### src/rtl/pipe_stage_buf.sv
// Pipeline stage register with valid/ready handshake and a two-entry skid buffer.
// Optional bubble/stall performance counters are built only when PIPE_STAGE_PERF_EN is defined.
module pipe_stage_buf #(
  parameter int unsigned           DATA_W    = 32,
  parameter logic [DATA_W-1:0]     FLUSH_VAL = {DATA_W{1'b0}},
  parameter int unsigned           CNT_W     = 16
) (
  input  logic              clk_i,
  input  logic              rst_n_i,
  input  logic              flush_i,
  input  logic              stall_i,
  input  logic              in_valid_i,
  output logic              in_ready_o,
  input  logic [DATA_W-1:0] in_data_i,
  output logic              out_valid_o,
  input  logic              out_ready_i,
  output logic [DATA_W-1:0] out_data_o,
  output logic [1:0]        occ_o,
  output logic [CNT_W-1:0]  bubble_cnt_o,
  output logic [CNT_W-1:0]  stall_cnt_o
);

  logic              main_v_q, main_v_d;
  logic              skid_v_q, skid_v_d;
  logic [DATA_W-1:0] main_d_q, main_d_d;
  logic [DATA_W-1:0] skid_d_q, skid_d_d;
  logic              accept;
  logic              release_w;

  // Ready depends only on registered state, so backpressure never forms a combinational path upstream.
  assign in_ready_o  = ~skid_v_q;
  assign out_valid_o = main_v_q;
  assign out_data_o  = main_d_q;
  assign occ_o       = {1'b0, main_v_q} + {1'b0, skid_v_q};

  assign accept    = in_valid_i & in_ready_o;
  assign release_w = main_v_q & out_ready_i & ~stall_i;

  always_comb begin
    main_v_d = main_v_q;
    skid_v_d = skid_v_q;
    main_d_d = main_d_q;
    skid_d_d = skid_d_q;
    if (flush_i) begin
      main_v_d = 1'b0;
      skid_v_d = 1'b0;
      main_d_d = FLUSH_VAL;
      skid_d_d = FLUSH_VAL;
    end else if (skid_v_q && release_w) begin
      main_d_d = skid_d_q;
      skid_v_d = 1'b0;
    end else if (!main_v_q && accept) begin
      main_d_d = in_data_i;
      main_v_d = 1'b1;
    end else if (main_v_q && release_w && accept) begin
      main_d_d = in_data_i;
    end else if (main_v_q && release_w) begin
      main_v_d = 1'b0;
    end else if (main_v_q && accept) begin
      skid_d_d = in_data_i;
      skid_v_d = 1'b1;
    end
  end

  always_ff @(posedge clk_i or negedge rst_n_i) begin
    if (!rst_n_i) begin
      main_v_q <= 1'b0;
      skid_v_q <= 1'b0;
      main_d_q <= FLUSH_VAL;
      skid_d_q <= FLUSH_VAL;
    end else begin
      main_v_q <= main_v_d;
      skid_v_q <= skid_v_d;
      main_d_q <= main_d_d;
      skid_d_q <= skid_d_d;
    end
  end

`ifdef PIPE_STAGE_PERF_EN
  logic [CNT_W-1:0] bubble_cnt_q, bubble_cnt_d;
  logic [CNT_W-1:0] stall_cnt_q,  stall_cnt_d;
  logic             bubble_ev;
  logic             stall_ev;

  assign bubble_ev = out_ready_i & ~stall_i & ~main_v_q & ~flush_i;
  assign stall_ev  = main_v_q & (~out_ready_i | stall_i);

  // Saturating counters; only reset clears them.
  always_comb begin
    bubble_cnt_d = bubble_cnt_q;
    stall_cnt_d  = stall_cnt_q;
    if (bubble_ev && (bubble_cnt_q != {CNT_W{1'b1}})) bubble_cnt_d = bubble_cnt_q + 1'b1;
    if (stall_ev && (stall_cnt_q != {CNT_W{1'b1}}))   stall_cnt_d  = stall_cnt_q + 1'b1;
  end

  always_ff @(posedge clk_i or negedge rst_n_i) begin
    if (!rst_n_i) begin
      bubble_cnt_q <= '0;
      stall_cnt_q  <= '0;
    end else begin
      bubble_cnt_q <= bubble_cnt_d;
      stall_cnt_q  <= stall_cnt_d;
    end
  end

  assign bubble_cnt_o = bubble_cnt_q;
  assign stall_cnt_o  = stall_cnt_q;
`else
  assign bubble_cnt_o = '0;
  assign stall_cnt_o  = '0;
`endif

endmodule

### config.mk
export PLATFORM = sky130hd
export DESIGN_NAME = pipe_stage_buf
export DESIGN_NICKNAME = d
export VERILOG_FILES = /design/src/rtl/pipe_stage_buf.sv
export SDC_FILE = /design/constraint.sdc
export NUM_CORES = 1
export LEC_CHECK = 0
export BUFFER_PORTS_ARGS = -buffer_cell sky130_fd_sc_hd__buf_2
export CAP_MARGIN = 20
export CORE_MARGIN = 2
export CORE_UTILIZATION = 46
export DETAILED_ROUTE_END_ITERATION = 12
export PLACE_DENSITY = 0.85
export SKIP_LAST_GASP = 1
export SYNTH_ARGS = -nofsm -noshare
export SYNTH_HDL_FRONTEND = slang
export SYNTH_SLANG_ARGS = --single-unit
### constraint.sdc
create_clock -name clk_i -period 1.45 [get_ports clk_i]
set_input_delay 0.435 -clock clk_i [delete_from_list [all_inputs] [get_ports clk_i]]
set_output_delay 0.435 -clock clk_i [all_outputs]
set_load 0.01 [all_outputs]
==> results of run 1 <==
==> metrics by stage <==
step	worst slack, ns	TNS (ns)	utilization	cell area [um^2]
2_1_floorplan	-0.02843	-0.4881	-	3507
3_5_place_dp	-0.2057	-6.383	0.5418	3887
6_report	-0.2379	-9.858	0.6750	4843
3_3_place_gp	-0.1273	-3.609	0.5418	3887
5_1_grt	-0.3219	-13.48	0.6750	4843
4_1_cts	-0.1807	-3.962	0.6099	4377
==> repair_timing <==
action	CTS	global route
gates resized for setup	22	81
endpoints found under the setup margin	29	69
setup buffers	13	9
gates cloned	5	6
pin swaps	4	48
hold buffers	0	0
==> cell usage after synthesis <==
master | number | area, um^2
sky130_fd_sc_hd__nand2_1 | 119 | 446.7
sky130_fd_sc_hd__dfrtp_1 | 66 | 1652
sky130_fd_sc_hd__buf_4 | 35 | 262.8
sky130_fd_sc_hd__a21oi_1 | 33 | 165.2
sky130_fd_sc_hd__nor2_1 | 32 | 120.1
sky130_fd_sc_hd__a311oi_2 | 23 | 345.3
sky130_fd_sc_hd__clkbuf_1 | 13 | 48.80
sky130_fd_sc_hd__a211oi_1 | 6 | 45.04
sky130_fd_sc_hd__buf_2 | 5 | 25.02
sky130_fd_sc_hd__mux2i_1 | 5 | 50.05
sky130_fd_sc_hd__a311oi_1 | 4 | 35.03
sky130_fd_sc_hd__buf_6 | 4 | 45.04
sky130_fd_sc_hd__nand2b_4 | 2 | 27.53
sky130_fd_sc_hd__a21oi_2 | 1 | 8.760
sky130_fd_sc_hd__a22oi_4 | 1 | 21.27
sky130_fd_sc_hd__conb_1 | 1 | 3.750
sky130_fd_sc_hd__ha_1 | 1 | 12.51
sky130_fd_sc_hd__inv_1 | 1 | 3.750
sky130_fd_sc_hd__nand3_2 | 1 | 10.01
sky130_fd_sc_hd__nand4_1 | 1 | 6.260
sky130_fd_sc_hd__nor2_4 | 1 | 11.26
sky130_fd_sc_hd__nor2b_1 | 1 | 6.260
sky130_fd_sc_hd__nor3b_2 | 1 | 12.51
sky130_fd_sc_hd__o21ai_0 | 1 | 5.000
==> metal layers <==
| layer | up-vias | wire [um] | part of all wire |
|---|---|---|---|
| met3 | 23 | 579 | 0.059 |
| met4 | 0 | 243 | 0.025 |
| li1 | 1356 | - | - |
| met1 | 1508 | 3871 | 0.40 |
| met5 | - | 0 | 0 |
| met2 | 124 | 5074 | 0.52 |
==> area by class of cell <==
cell class / count / area (um^2)
Clock buffer: 14 / 172.7
Clock inverter: 2 / 10.01
Inverter: 1 / 6.256
Multi-Input combinational cell: 265 / 1730
Fill cell: 546 / 2332
Tap cell: 99 / 123.9
Sequential cell: 66 / 1653
Timing Repair Buffer: 123 / 1147
==> final timing paths <==
path | end | depth (start not counted)
setup / recovery | out_data_o[2]$_DFFE_PN0P_ | 7
hold / removal | out_data_o[9]$_DFFE_PN0P_ | 2
setup reg to reg | out_data_o[2]$_DFFE_PN0P_ | 7
hold reg to reg | skid_d_q[22]$_DFFE_PN0P_ | 2
max in group asynchronous | out_valid_o$_DFFE_PN0P_ | 2
min in group clk_i | skid_d_q[8]$_DFFE_PN0P_ | 3
==> power groups by stage <==
stage | Combinational, mW | Clock [mW] | Sequential [mW]
2_1_floorplan | 0.488 | 0 | 2.09
3_3_place_gp | 0.744 | 0 | 2.05
3_5_place_dp | 0.767 | 0 | 2.06
4_1_cts | 0.961 | 1.47 | 2.02
5_1_grt | 1.22 | 1.57 | 2.04
6_report | 1.14 | 1.46 | 2.03
==> flip-flops by register name, indices dropped and copies added (netlist names) <==
register and cells:
skid_v_q 1, out_data_o 32, skid_d_q 32, out_valid_o 1
==> cells by family after synthesis <==
| family | Yosys count | synth area share |
|---|---|---|
| AND/OR/NAND/NOR | 158 | 0.1901 |
| buffers and inverters | 58 | 0.1144 |
| multiplexers | 5 | 0.01485 |
| flip-flops | 66 | 0.4902 |
| adder cells (fa/ha/maj) | 1 | 0.003713 |
| other | 1 | 0.001113 |
| AO/OA/AOI/OAI | 69 | 0.1857 |
==> impl_metrics.json, run 1 <==
{
  "worstPathCellList": "buf_6 > nand2b_4 > a22oi_4 > buf_4 > buf_12 > nor2_1 > a311oi_1",
  "clkSinkCount": 66,
  "antenna_cells_inserted": 0,
  "worst_path_max_delay_cell": "sky130_fd_sc_hd__dfrtp_1",
  "detail_route.iter0.violations": 184,
  "timing.reg2reg.setup_slack_ns": -0.24,
  "cts_max_level": 3,
  "cp_slowest_stage_delay_ns": 0.40,
  "crit_required_ns": 1.67,
  "die_height_um": 89.59,
  "start_util": 0.4696,
  "tritoncts_clock_tree": "yes",
  "fin_nets": 505,
  "yosysUniqueCellTypes": 24,
  "failed_checks": "negative setup slack",
  "sw_frac_of_total": 0.2956,
  "worstReg2RegStart": "skid_v_q$_DFFE_PN0P_",
  "wirelength_um": 9769,
  "vias": 3011,
  "placed_cells": 525,
  "drive_above_1_share": 0.4820,
  "grt.overflow.total": 0,
  "power.share.combinational": 0.246,
  "power_density_nw_per_um2": 954.8,
  "relative_contribution_of_the_clock_network_to_total_power": 0.315,
  "number_of_rows_created_at_floorplan": 31,
  "yosysSeqAreaShare": 0.4902,
  "drt_drc_violations_left": 0,
  "critical_path.n_buffers_inverters": 3,
  "critical_path_arrival_ns": 1.90,
  "finalCritPeriodShare": 1.164,
  "intPower_mw": 3.257,
  "antenna_left": 0,
  "busiest_layer_in_global_routing": "met2",
  "timing.clock.skew_ns": 0.01097,
  "power_switching_mw": 1.367,
  "detailedRoute.firstPassIterationCount": 5,
  "highest_count_cells_in_the_layout_ignoring_fill_and_taps": "sky130_fd_sc_hd__nand2_1 (103), sky130_fd_sc_hd__buf_2 (69), sky130_fd_sc_hd__dfrtp_1 (65), sky130_fd_sc_hd__conb_1 (32), sky130_fd_sc_hd__a311oi_2 (25)",
  "clock_transition_time_at_the_flip_flop_clock_pins_of_the_worst_setup_and_hold_paths_ns": 0.08,
  "antenna_found_initial": 0,
  "most_frequent_standard_cell_in_the_layout_excluding_fill_and_tap_cells": "sky130_fd_sc_hd__nand2_1",
  "final_cells": 570,
  "timing.critical_path.fanout_max": 9,
  "worst_skew_pair.late_latency_ns": 0.33,
  "hold_class": "in -> async",
  "met2_usage": 0.3402,
  "grt_setup_unrepaired": "yes",
  "floorplan.die_area_um2": 8025,
  "groute.layer.met3.usage": 0.03931,
  "worst-setup-path-type": "reg -> reg",
  "root_buffer": "sky130_fd_sc_hd__clkbuf_8",
  "synth-seq-cells": 66,
  "routabilityCongestion": 0.7962,
  "finalHoldViolations": 0,
  "timing.final.setup_violations": 68,
  "count_of_pins_on_the_block_boundary": 106,
  "vias_in_the_first_global_route": 2744,
  "syn_inst": 358,
  "routed_wire_length_per_instance_um": 17.14,
  "avgViaCountPerCell": 5.282,
  "vdd_drop_max_v": 0.0006277,
  "numPortBuffers": 73,
  "p_seq_frac": 0.439,
  "max_cap_viol": 0,
  "synthesis.area_um2": 3369,
  "place.detailed.hpwl_um": 5007,
  "final_max_slew_viol_count": 0,
  "static-leakage-power_nw": 2.296,
  "fmax_ghz": 0.5925,
  "cts_max_path_buffers": 2,
  "critPathLaunchType": "flip-flop",
  "cp_top_family": "compound AO/OA/AOI/OAI gates",
  "final_period_minus_worst_setup_slack_ns": 1.688,
  "core_um2": 7176,
  "post-route-worst-setup-slack_ns": -0.2379,
  "status": "finished, violations left",
  "groute.layer.met1.usage": 0.2649,
  "yosys_warnings": 0,
  "launching_element_of_the_worst_setup_path": "skid_v_q$_DFFE_PN0P_",
  "syn_avg_cell_area_um2": 9.412,
  "totalPowerFinal_mw": 4.625,
  "grt_util_all_layers": 0.2047,
  "area_overhead_vs_synth_pct": 43.74,
  "grt_max_degree": 67,
  "cp-end-kind": "flip-flop",
  "finalHoldWorstSlack_ns": 0.09506,
  "die_outline_width_um": 89.59,
  "tritoncts.num_buffers": 9,
  "grt_first_pass_wirelength_um": 12680
}
No activity file was read; power rests on OpenSTA's default activity.
==> inputs of run 2 (changes only) <==
--- a/config.mk
+++ b/config.mk
@@ -10,8 +10,11 @@
 export CORE_MARGIN = 2
 export CORE_UTILIZATION = 46
 export DETAILED_ROUTE_END_ITERATION = 12
+export HOLD_SLACK_MARGIN = 0.05
 export PLACE_DENSITY = 0.85
 export SKIP_LAST_GASP = 1
+export SLEW_MARGIN = 20
 export SYNTH_ARGS = -nofsm -noshare
 export SYNTH_HDL_FRONTEND = slang
 export SYNTH_SLANG_ARGS = --single-unit
+export TNS_END_PERCENT = 10
==> run 2 against run 1 <==
Compared with the run above: the run still ends with negative setup slack left; global-route usage down 1.4 points; non-clock buffer count down 19; critical path depth down 5; core utilization down 7.5 points; sequential share of layout area up 4.3 points; largest cell class is now registers; highest routed layer unchanged.
==> impl_metrics.json, run 2 (same netlist as run 1, synthesis figures left out) <==
{
  "status": "finished, violations left",
  "failed_checks": "negative setup slack",
  "grt_util_all_layers": 0.1909,
  "tritoncts_clock_tree": "yes",
  "grt_first_pass_wirelength_um": 11580,
  "worst-setup-path-type": "reg -> out",
  "totalPowerFinal_mw": 4.546,
  "power_switching_mw": 1.229,
  "grt_setup_unrepaired": "yes",
  "routabilityCongestion": 0.7634,
  "cts_max_level": 3,
  "grt.overflow.total": 0,
  "multiInputGateArea_um2": 1489,
  "critical_path_arrival_ns": 1.20,
  "fin_nets": 486,
  "static-leakage-power_nw": 2.047,
  "cp-end-kind": "output pin",
  "most_frequent_standard_cell_in_the_layout_excluding_fill_and_tap_cells": "sky130_fd_sc_hd__nand2_1",
  "number_of_rows_created_at_floorplan": 31,
  "intPower_mw": 3.317,
  "finalCritPeriodShare": 1.130,
  "die_height_um": 89.59,
  "highest_count_cells_in_the_layout_ignoring_fill_and_taps": "sky130_fd_sc_hd__nand2_1 (118), sky130_fd_sc_hd__buf_2 (71), sky130_fd_sc_hd__dfrtp_1 (65), sky130_fd_sc_hd__a21oi_1 (33), sky130_fd_sc_hd__conb_1 (32)",
  "hold_class": "in -> async",
  "antenna_found_initial": 0,
  "grt_max_degree": 67,
  "start_util": 0.4696,
  "count_of_pins_on_the_block_boundary": 106,
  "power_density_nw_per_um2": 1056,
  "relative_contribution_of_the_clock_network_to_total_power": 0.367,
  "dp_worst_setup_slack_ns": -0.1952,
  "timing.critical_path.fanout_max": 3,
  "max_cap_viol": 0,
  "critPathLaunchType": "flip-flop",
  "timing.final.setup_violations": 36,
  "avgViaCountPerCell": 5.004,
  "vdd_drop_max_v": 0.0004211,
  "sw_frac_of_total": 0.2705,
  "p_seq_frac": 0.445,
  "area_overhead_vs_synth_pct": 27.74,
  "clock_transition_time_at_the_flip_flop_clock_pins_of_the_worst_setup_and_hold_paths_ns": 0.07,
  "antenna_left": 0,
  "num-fill-cells": 594,
  "vias_in_the_first_global_route": 2479,
  "cts_max_path_buffers": 2,
  "post-route-worst-setup-slack_ns": -0.1885,
  "crit_required_ns": 1.02,
  "worst_skew_pair.late_latency_ns": 0.34,
  "fmax_ghz": 0.6103,
  "antenna_cells_inserted": 0,
  "numPortBuffers": 73,
  "final_max_slew_viol_count": 0,
  "power.share.combinational": 0.188,
  "detail_route.iter0.violations": 203,
  "root_buffer": "sky130_fd_sc_hd__clkbuf_8",
  "routed_wire_length_per_instance_um": 14.58,
  "tritoncts.num_buffers": 9,
  "vias": 2757,
  "finalHoldViolations": 0,
  "place.detailed.hpwl_um": 5010,
  "drive_above_1_share": 0.3451,
  "core_um2": 7176,
  "detailedRoute.firstPassIterationCount": 4,
  "clkSinkCount": 66,
  "drt_drc_violations_left": 0,
  "timing.clock.skew_ns": 0.008349,
  "floorplan.die_area_um2": 8025,
  "wirelength_um": 8035,
  "die_outline_width_um": 89.59,
  "sequential_area_um2": 1653,
  "final_period_minus_worst_setup_slack_ns": 1.638
}
[run 2: cell types whose count changed in the layout (fill, tap and decap cells not counted), moves of 6 or more]
cell                      before  now
sky130_fd_sc_hd__a21oi_2      22    0
sky130_fd_sc_hd__a21oi_1      12   33
sky130_fd_sc_hd__nand2_1     103  118
sky130_fd_sc_hd__nand2_4      12    0
sky130_fd_sc_hd__buf_6        19    8
sky130_fd_sc_hd__nor2_1       23   29
sky130_fd_sc_hd__nor2_2        9    3
[run 2: critical path, cell delays in order, from the launching register on]
cell and delay, ns:
sky130_fd_sc_hd__dfrtp_1 0.43, sky130_fd_sc_hd__ha_1 0.31, sky130_fd_sc_hd__buf_6 0.13
[run 2: stage by stage]
| stage | hold WS (ns) | cells | TNS (ns) | utilization | area (um^2) |
|---|---|---|---|---|---|
| global placement | 0.4745 | 524 | -4.000 | 0.5376 | 3857 |
| detailed placement | 0.4793 | 524 | -6.064 | 0.5376 | 3857 |
| global route | 0.1225 | 551 | -5.979 | 0.5998 | 4304 |
| finish | 0.1040 | 551 | -2.224 | 0.5998 | 4304 |
| CTS | 0.1048 | 543 | -3.062 | 0.5725 | 4108 |
| floorplan | 0.1394 | 389 | -0.4597 | - | 3497 |
[run 2: worst paths after layout]
| kind | startpoint | end | slack, ns | cells after the start |
|---|---|---|---|---|
| worst max-delay path | skid_v_q$_DFFE_PN0P_ | occ_o[0] | -0.19 | 2 |
| worst min register to register | skid_d_q[12]$_DFFE_PN0P_ | skid_d_q[12]$_DFFE_PN0P_ | 0.52 | 2 |
| worst max register to register | skid_v_q$_DFFE_PN0P_ | out_data_o[18]$_DFFE_PN0P_ | -0.11 | 7 |
| max in group asynchronous | rst_n_i | out_valid_o$_DFFE_PN0P_ | 1.06 | 2 |
| min in group clk_i | in_data_i[8] | skid_d_q[8]$_DFFE_PN0P_ | 0.33 | 3 |
| worst min-delay path | rst_n_i | out_data_o[8]$_DFFE_PN0P_ | 0.10 | 2 |
[run 2: timing repair]
item,4_1_cts,5_1_grt
pin swaps,0,4
setup endpoints to repair,36,64
gates resized for setup,4,16
cloned,0,4
hold buffers,0,0
setup buffers,3,4
[run 2: final cells by class]
type	instances	share of cell area
Clock buffer	15	0.04331
Clock inverter	1	0.006977
Inverter	1	0.001453
Multi-Input combinational cell	265	0.3459
Sequential cell	66	0.3840
Tap cell	99	0.02878
Timing Repair Buffer	104	0.1895
[run 2: per-layer routing]
| layer | wire, um | up-vias | global-route usage |
|---|---|---|---|
| li1 | - | 1313 | - |
| met1 | 3190 | 1338 | 0.2281 |
| met2 | 4143 | 93 | 0.3222 |
| met3 | 567 | 13 | 0.05484 |
| met4 | 133 | 0 | 0.08141 |
| met5 | 0 | - | 0 |
[run 2: power groups by stage]
stage | Sequential, mW | Combinational [mW] | Clock, mW
after floorplan | 2.09 | 0.484 | 0
after global placement | 2.05 | 0.732 | 0
after detailed placement | 2.06 | 0.756 | 0
after CTS | 2.02 | 0.775 | 1.69
after global routing | 2.03 | 0.942 | 1.78
final | 2.02 | 0.856 | 1.67
==> inputs of run 3 (changes only) <==
--- a/config.mk
+++ b/config.mk
@@ -7,11 +7,13 @@
 export LEC_CHECK = 0
 export BUFFER_PORTS_ARGS = -buffer_cell sky130_fd_sc_hd__buf_2
 export CAP_MARGIN = 20
+export CORE_ASPECT_RATIO = 0.5
 export CORE_MARGIN = 2
 export CORE_UTILIZATION = 46
 export DETAILED_ROUTE_END_ITERATION = 12
 export HOLD_SLACK_MARGIN = 0.05
 export PLACE_DENSITY = 0.85
+export SETUP_SLACK_MARGIN = 0.5
 export SKIP_LAST_GASP = 1
 export SLEW_MARGIN = 20
 export SYNTH_ARGS = -nofsm -noshare
==> run 3 against run 2 <==
Compared with the run above: the run still ends with negative setup slack left; die area grew 0.52%; cell area increased by 9.3%; hold slack improved by 0.0012 ns; clock skew about the same; first-iteration DRC count rose by 120%; sequential power up 2%; wire length up 48%; sequential share of layout area decreased by 3.3 points; fmax decreased by 6.9%; critical path depth rose by 6; setup slack worse by 0.12 ns; non-clock buffer count grew 11; largest cell class unchanged; largest power group unchanged.
==> impl_metrics.json, run 3 (same netlist as run 1, synthesis figures left out) <==
{
  "vias_in_the_first_global_route": 2935,
  "finalHoldViolations": 0,
  "cp_top_family": "buffers and inverters",
  "clock_transition_time_at_the_flip_flop_clock_pins_of_the_worst_setup_and_hold_paths_ns": 0.06,
  "numPortBuffers": 73,
  "detail_route.iter0.violations": 447,
  "die_outline_width_um": 125.0,
  "status": "finished, violations left",
  "number_of_rows_created_at_floorplan": 21,
  "vias": 3285,
  "final_cells": 555,
  "vdd_drop_max_v": 0.0007739,
  "critical_path_arrival_ns": 1.97,
  "worst-setup-path-type": "reg -> reg",
  "avgViaCountPerCell": 5.919,
  "final_period_minus_worst_setup_slack_ns": 1.760,
  "totalPowerFinal_mw": 5.176,
  "antenna_found_initial": 0,
  "cts_max_path_buffers": 2,
  "drt_drc_violations_left": 0,
  "relative_contribution_of_the_clock_network_to_total_power": 0.388,
  "root_buffer": "sky130_fd_sc_hd__clkbuf_16",
  "power_switching_mw": 1.521,
  "placed_cells": 514,
  "floorplan.die_area_um2": 8067,
  "stdcell_area_um2": 4705,
  "post-route-worst-setup-slack_ns": -0.3102,
  "cp_slowest_stage_delay_ns": 0.42,
  "grt_setup_unrepaired": "yes",
  "antenna_cells_inserted": 0,
  "place.detailed.hpwl_um": 4546,
  "hold_class": "in -> async",
  "core_um2": 6884,
  "tritoncts_clock_tree": "yes",
  "static-leakage-power_nw": 2.229,
  "detailedRoute.firstPassIterationCount": 6,
  "sw_frac_of_total": 0.2937,
  "fin_nets": 497,
  "critical_path.n_buffers_inverters": 5,
  "wirelength_um": 11920,
  "routed_wire_length_per_instance_um": 21.47,
  "grt_first_pass_wirelength_um": 15660,
  "post_dp_cell_area_um2": 3889,
  "area_overhead_vs_synth_pct": 39.62,
  "clkSinkCount": 66,
  "grt_util_all_layers": 0.2521,
  "intPower_mw": 3.656,
  "grt_max_degree": 67,
  "drive_above_1_share": 0.4082,
  "power.share.combinational": 0.215,
  "critPathLaunchType": "flip-flop",
  "finalCritPeriodShare": 1.214,
  "cp-end-kind": "flip-flop",
  "start_util": 0.4895,
  "cts_max_level": 3,
  "final_max_slew_viol_count": 0,
  "worstPathCellList": "buf_12 > buf_8 > a22oi_4 > buf_6 > buf_6 > buf_12 > nor2_4 > a311oi_2",
  "failed_checks": "negative setup slack",
  "tritoncts.num_buffers": 9,
  "fmax_ghz": 0.5681,
  "ctsHoldBuffers": 0,
  "crit_required_ns": 1.66,
  "timing.clock.skew_ns": 0.008457,
  "highest_count_cells_in_the_layout_ignoring_fill_and_taps": "sky130_fd_sc_hd__nand2_1 (117), sky130_fd_sc_hd__buf_2 (70), sky130_fd_sc_hd__dfrtp_1 (66), sky130_fd_sc_hd__a21oi_1 (32), sky130_fd_sc_hd__conb_1 (32)",
  "worst_path_max_delay_cell": "sky130_fd_sc_hd__dfrtp_1",
  "timing.final.setup_violations": 69,
  "routabilityCongestion": 0.8287,
  "p_seq_frac": 0.397,
  "max_cap_viol": 0,
  "worst_skew_pair.late_latency_ns": 0.33,
  "count_of_pins_on_the_block_boundary": 106,
  "most_frequent_standard_cell_in_the_layout_excluding_fill_and_tap_cells": "sky130_fd_sc_hd__nand2_1",
  "grt.overflow.total": 0,
  "power_density_nw_per_um2": 1100,
  "timing.critical_path.fanout_max": 7,
  "antenna_left": 0,
  "die_height_um": 64.52,
  "num-fill-cells": 422
}
[run 3: path summary, 6_finish.rpt]
| check | start | endpoint | slack (ns) | cells past startpoint |
|---|---|---|---|---|
| setup reg to reg | out_valid_o$_DFFE_PN0P_ | out_data_o[25]$_DFFE_PN0P_ | -0.31 | 8 |
| max in group asynchronous | rst_n_i | out_data_o[10]$_DFFE_PN0P_ | 1.05 | 2 |
| setup / recovery | out_valid_o$_DFFE_PN0P_ | out_data_o[25]$_DFFE_PN0P_ | -0.31 | 8 |
| hold / removal | rst_n_i | skid_d_q[6]$_DFFE_PN0P_ | 0.11 | 2 |
| min in group clk_i | in_data_i[5] | skid_d_q[5]$_DFFE_PN0P_ | 0.35 | 3 |
| hold reg to reg | skid_d_q[2]$_DFFE_PN0P_ | skid_d_q[2]$_DFFE_PN0P_ | 0.52 | 2 |
[run 3: area by class of cell]
type,count,area [um^2],share of cell area
Multi-Input combinational cell,265,1570,0.3338
Tap cell,92,115.1,0.02447
Inverter,1,6.256,0.001330
Clock inverter,5,30.03,0.006383
Clock buffer,11,242.7,0.05160
Timing Repair Buffer,115,1089,0.2314
Sequential cell,66,1652,0.3511
[run 3: repair_timing]
item,4_1_cts,5_1_grt
gates resized for setup,13,14
pin swaps,5,7
cloned,6,4
endpoints found under the setup margin,101,102
hold endpoints to repair,0,0
setup buffers,7,8
[run 3: metrics by stage]
stage / hold WS, ns / TNS (ns) / utilization / worst slack (ns)
floorplan: 0.1394 / 0 / - / 0.004768
global placement: 0.4729 / -1.659 / 0.5649 / -0.07641
detailed placement: 0.4793 / -3.244 / 0.5649 / -0.1781
CTS: 0.1338 / -3.233 / 0.6507 / -0.1945
global route: 0.1457 / -13.80 / 0.6834 / -0.3261
finish: 0.1052 / -10.97 / 0.6834 / -0.3102
[run 3: power by group through the flow]
stage	Combinational, mW	Sequential (mW)	Clock, mW
floorplan	0.504	2.10	0
global placement	0.765	2.07	0
detailed placement	0.782	2.07	0
CTS	0.926	2.04	1.97
global route	1.17	2.06	2.08
finish	1.11	2.06	2.01
[run 3: routing by layer]
layer  vias up  wire [um]  GRT usage
met5         -          0          0
met3        79       1336    0.07432
li1       1346          -          -
met4         0        672     0.1083
met2       288       5519     0.4205
met1      1572       4388     0.3103
[run 3: worst register-to-register path: cells and delay by family, from the launching register on]
| family | cells | cell delay [ns] |
|---|---|---|
| and+or+nand+nor | 1 | 0.04 |
| DFF | 1 | 0.42 |
| AOI/OAI and AO/OA | 2 | 0.52 |
| buffers and inverters | 5 | 0.66 |
